<file path="config.mk">
export PLATFORM = sky130hd
export DESIGN_NAME = reg_wb_queue
export DESIGN_NICKNAME = d
export VERILOG_FILES = /design/src/rtl/reg_wb_queue.sv
export SDC_FILE = /design/constraint.sdc
export NUM_CORES = 1
export LEC_CHECK = 0
export CELL_PAD_IN_SITES_DETAIL_PLACEMENT = 0
export CELL_PAD_IN_SITES_GLOBAL_PLACEMENT = 1
export CORE_MARGIN = 5
export CORE_UTILIZATION = 40
export DETAILED_ROUTE_END_ITERATION = 10
export GPL_TIMING_DRIVEN = 0
export PLACE_DENSITY = 0.75
export SKIP_LAST_GASP = 1
export SYNTH_ARGS = -nofsm -noshare
export SYNTH_HDL_FRONTEND = slang
export SYNTH_SLANG_ARGS = --single-unit
</file>
<file path="constraint.sdc">
create_clock -name clk -period 3.6 [get_ports clk]
set_input_delay 0.72 -clock clk [delete_from_list [all_inputs] [get_ports clk]]
set_output_delay 0.72 -clock clk [all_outputs]
set_load 0.01 [all_outputs]
</file>
<file path="src/rtl/reg_wb_queue.sv">
// reg_wb_queue: in-order writeback queue that drains one entry per cycle onto
// the register-file write port, with a youngest-first forwarding lookup.
// Optional feature: define WB_STALL_EN to add a drain_stall input that holds
// off draining while pushes continue until the queue is full.
module reg_wb_queue #(
  parameter int DEPTH = 4,
  parameter int AW    = 6,
  parameter int DW    = 32
) (
  input  logic                       clk,
  input  logic                       rst_n,
`ifdef WB_STALL_EN
  input  logic                       drain_stall,
`endif
  input  logic                       in_valid,
  output logic                       in_ready,
  input  logic [AW-1:0]              in_addr,
  input  logic [DW-1:0]              in_data,
  output logic                       wr_en,
  output logic [AW-1:0]              wr_addr,
  output logic [DW-1:0]              wr_data,
  input  logic [AW-1:0]              chk_addr,
  output logic                       chk_hit,
  output logic [DW-1:0]              chk_data,
  output logic [$clog2(DEPTH+1)-1:0] count,
  output logic                       empty,
  output logic                       full
);

  localparam int PW = $clog2(DEPTH);
  localparam int CW = $clog2(DEPTH + 1);
  localparam logic [CW-1:0] DEPTH_C = CW'(DEPTH);
  localparam logic [CW-1:0] CNT_ONE = CW'(1);
  localparam logic [PW-1:0] PTR_ONE = PW'(1);

  logic [AW-1:0] r_mem_addr [DEPTH];
  logic [DW-1:0] r_mem_data [DEPTH];
  logic [PW-1:0] r_head;
  logic [PW-1:0] r_tail;
  logic [CW-1:0] r_count;
  logic          r_wr_en;
  logic [AW-1:0] r_wr_addr;
  logic [DW-1:0] r_wr_data;

  logic          w_push;
  logic          w_pop;
  logic          w_stall;
  logic          w_hit;
  logic [DW-1:0] w_fwd_data;
  logic [PW-1:0] w_idx;

`ifdef WB_STALL_EN
  assign w_stall = drain_stall;
`else
  assign w_stall = 1'b0;
`endif

  // Handshake and drain decisions; a full queue refuses pushes, so the
  // slot being written at tail never aliases the head being drained.
  assign w_push   = in_valid && (r_count < DEPTH_C);
  assign w_pop    = (r_count != '0) && !w_stall;

  assign in_ready = (r_count < DEPTH_C);
  assign count    = r_count;
  assign empty    = (r_count == '0);
  assign full     = (r_count == DEPTH_C);
  assign wr_en    = r_wr_en;
  assign wr_addr  = r_wr_addr;
  assign wr_data  = r_wr_data;
  assign chk_hit  = w_hit;
  assign chk_data = w_fwd_data;

  // Store accepted results at the tail slot and advance the tail pointer.
  always_ff @(posedge clk or negedge rst_n) begin
    if (!rst_n) begin
      for (int i = 0; i < DEPTH; i++) begin
        r_mem_addr[i] <= '0;
        r_mem_data[i] <= '0;
      end
      r_tail <= '0;
    end else if (w_push) begin
      r_mem_addr[r_tail] <= in_addr;
      r_mem_data[r_tail] <= in_data;
      r_tail             <= r_tail + PTR_ONE;
    end else begin
      r_tail <= r_tail;
    end
  end

  // Move the head entry into the output register; wr_en drops when idle
  // while address/data keep their last values.
  always_ff @(posedge clk or negedge rst_n) begin
    if (!rst_n) begin
      r_head    <= '0;
      r_wr_en   <= 1'b0;
      r_wr_addr <= '0;
      r_wr_data <= '0;
    end else if (w_pop) begin
      r_head    <= r_head + PTR_ONE;
      r_wr_en   <= 1'b1;
      r_wr_addr <= r_mem_addr[r_head];
      r_wr_data <= r_mem_data[r_head];
    end else begin
      r_wr_en   <= 1'b0;
    end
  end

  // Occupancy: simultaneous push and pop leave the count unchanged.
  always_ff @(posedge clk or negedge rst_n) begin
    if (!rst_n) begin
      r_count <= '0;
    end else begin
      case ({w_push, w_pop})
        2'b10:   r_count <= r_count + CNT_ONE;
        2'b01:   r_count <= r_count - CNT_ONE;
        default: r_count <= r_count;
      endcase
    end
  end

  // Forwarding lookup: the output register is the oldest candidate, then
  // queue slots from head to tail-1; later matches override earlier ones so
  // the youngest matching value wins.
  always_comb begin
    w_hit      = 1'b0;
    w_fwd_data = '0;
    w_idx      = '0;
    if (r_wr_en && (r_wr_addr == chk_addr)) begin
      w_hit      = 1'b1;
      w_fwd_data = r_wr_data;
    end else begin
      w_hit      = 1'b0;
      w_fwd_data = '0;
    end
    for (int k = 0; k < DEPTH; k++) begin
      w_idx = r_head + PW'(k);
      if ((CW'(k) < r_count) && (r_mem_addr[w_idx] == chk_addr)) begin
        w_hit      = 1'b1;
        w_fwd_data = r_mem_data[w_idx];
      end else begin
        w_hit      = w_hit;
        w_fwd_data = w_fwd_data;
      end
    end
  end

endmodule

</file>
==> metrics.yaml <==
io_buffers: 118
cts_tree: "built"
fin_cells: 1944
powerDensity_nw_per_um2: 1058
start_util_pct: 40.57
htreeDepth: 4
drive_above_1_share_pct: 31.56
via_per_inst: 6.031
grt_pass1_vias: 11512
multi_input_area_sq_um: 7802
first_iter_violations: 1184
reg2reg_from: "count[0]"
cts.sinks: 198
place_congestion: 0.8945
r2r_setup_slack_ns: 0.20
die_height_microns: 191.7
slew_headroom_pct: 24.34
setup_viol: 33
layout_common_cells: "216 x mux2_2, 197 x dfrtp_1, 178 x nand2_1, 90 x mux2i_1, 84 x clkdlybuf4s50_1"
p_total_w: 0.01729
numCtsBuffers: 17
placed_cells: 1887
synth.avg_cell_area_sq_um: 9.954
drt_first_pass_iters: 6
drv_cap: 0
holdWs_ns: 0.1964
path_clk_slew_ns: 0.07
setup_ws_ns: -0.4732
grt_max_degree: 121
die_w_microns: 191.7
hp-class: "input pin to asynchronous set/reset pin"
cts_buffer_depth: 2
fillers: 3026
grt_antenna_before_repair: 2
core_region_area_sq_um: 32540
yosys.area.top_type: "dfrtp_1"
wire_per_inst_microns: 25.15
hpwlAfterDp_microns: 33130
grt_overflow: 0
grt_pass1_wl_microns: 72140
fmax_ghz: 0.2455
rsz0062_at_grt: "true"
syn_inst: 1326
antennaDiodeCount: 0
finalClockSkew_ns: 0.01458
syn_nets: 1382
ys_types: 44
final_util_pct: 50.25
critPathMaxFanout: 10
violations: "negative setup slack"
seq_area_sq_um: 4956
drv_slew: 0
grt_usage_pct: 26.28
fin_crit_sh_pct: 113.1
drcViolationCount: 0
crit_arrival_ns: 3.35
worstPathRequired_ns: 2.88
synth_top_area_share_pct: 37.54
finalWirelength_microns: 48900
io_pins: 125
cts_hold_buf: 0
rows: 66
synth-seq-area-share_pct: 37.54
clk_latency_ns: 0.46
syn_area_sq_um: 13200
status: "finished, violations left"
cts_root_buf: "clkbuf_16"
ys_warn_count: 0
worst-r2r-cell-count: 9
crit_type: "register to primary output"
worstMarginPinSlew_ns: 1.135
vias: 11725
num-nets-final: 1546
pre_cts_ws_ns: -1.277
leakage_nw: 7.052
ir_worst_vdd_mv: 0.4605
synthTopCellsByArea: "dfrtp_1 38%, mux2_2 19%, mux2i_1 7.4%, nand2_1 5.1%, o311ai_0 3.2%"
synth_seq_cells: 198
async_flop_share_pct: 100.0
areaGrowthSynthToFinish_pct: 23.88
drtAntennaViolNets: 0
reg2reg_to: "count[2]"
period_needed_ns: 4.073
finalHoldViolations: 0
final_common_cell: "mux2_2"
die-area_sq_um: 36730
setup.worst_path.end_class: "primary output"
cp-start-kind: "register"
synth_edf_count: 0
ys.flop_type: "dfrtp_1"
-- sequential cells by signal (all words and copies together), names as in the netlist --
name and cells:
count 3, r_head 2, r_mem_addr 24, r_mem_data 128, r_tail 2, wr_addr 6, wr_data 32, wr_en 1
-- repair_timing --
| action | in CTS | in global routing |
|---|---|---|
| setup buffers | 18 | 4 |
| pin swaps | 35 | 19 |
| gates resized for setup | 309 | 62 |
| setup endpoints to repair | 34 | 34 |
| gates cloned | 3 | 2 |
-- area by class of cell --
type / count / share of cell area, %
clock inverters: 9 / 0.5739
well taps: 442 / 3.382
flip-flops and latches: 198 / 30.31
clock buffers: 22 / 2.961
repair buffers: 146 / 8.333
multi-input cells: 967 / 47.72
inverters: 41 / 0.9565
plain buffers: 119 / 5.762
-- kinds of logic after synthesis --
kind of cell	count (synthesis)	share of synthesized area, %
AOI/OAI and AO/OA	269	14.09
DFF	198	37.54
buffers and inverters	161	5.479
and+or+nand+nor	321	11.01
muxes	330	28.51
xor gates and xnor gates	38	2.522
adders and majority gates	9	0.8532
-- cells in the mapped netlist (all sizes together) (2+ instances only) --
cell type  number
mux4           15
nor4            3
o31ai          33
clkinv          2
a31o           17
nor2           72
mux2i          97
xor2           15
inv            39
dfrtp         198
o21ai          67
nor3b          32
a211oi         18
ha              9
nand3           7
buf            67
clkbuf         53
nor4b           2
nand2         179
nor3            3
a21oi          52
a221oi         32
mux2          218
o311ai         48
xnor2          23
and3           16
-- power breakdown --
group	internal, W	switching, W
registers	0.00339	0.00105
logic	0.00487	0.00604
clock network	0.00103	0.000902
-- layer usage --
| layer | up-vias | GRT usage, % | wire length [microns] |
|---|---|---|---|
| li1 | 5162 | - | - |
| met1 | 5852 | 36.69 | 21050 |
| met2 | 588 | 41.88 | 22490 |
| met3 | 123 | 3.072 | 3373 |
| met4 | 0 | 10.44 | 1977 |
| met5 | - | 0 | 0 |
-- metrics by stage --
step	instance area, sq um	TNS (ns)
floorplan	13200	0
global placement	14930	-1335.79
detailed placement	14970	-36.30
CTS	16140	-12.12
global route	16350	-15.25
finish	16350	-12.14
-- worst max-delay path by stage --
stage                           start             end  slack (ns)
after floorplan           chk_addr[0]    chk_data[10]        0.28
after global placement          rst_n  r_mem_data[17]       -6.59
after detailed placement  chk_addr[3]     chk_data[8]       -1.28
after CTS                   r_head[1]     chk_data[0]       -0.42
after global routing        r_head[0]    chk_data[21]       -0.54
final                       r_head[1]     chk_data[0]       -0.47
-- worst max-delay path: stages (launching register included) --
cell and delay (ns):
dfrtp_2 0.43, buf_8 0.14, mux4_2 0.55, xnor2_2 0.16, nand2_2 0.10, or2_4 0.29, buf_12 0.16, nor3_4 0.17
buf_12 0.17, buf_6 0.14, a221oi_1 0.08, o21ai_1 0.29, buf_2 0.20
(Power assumes the default switching activity.)
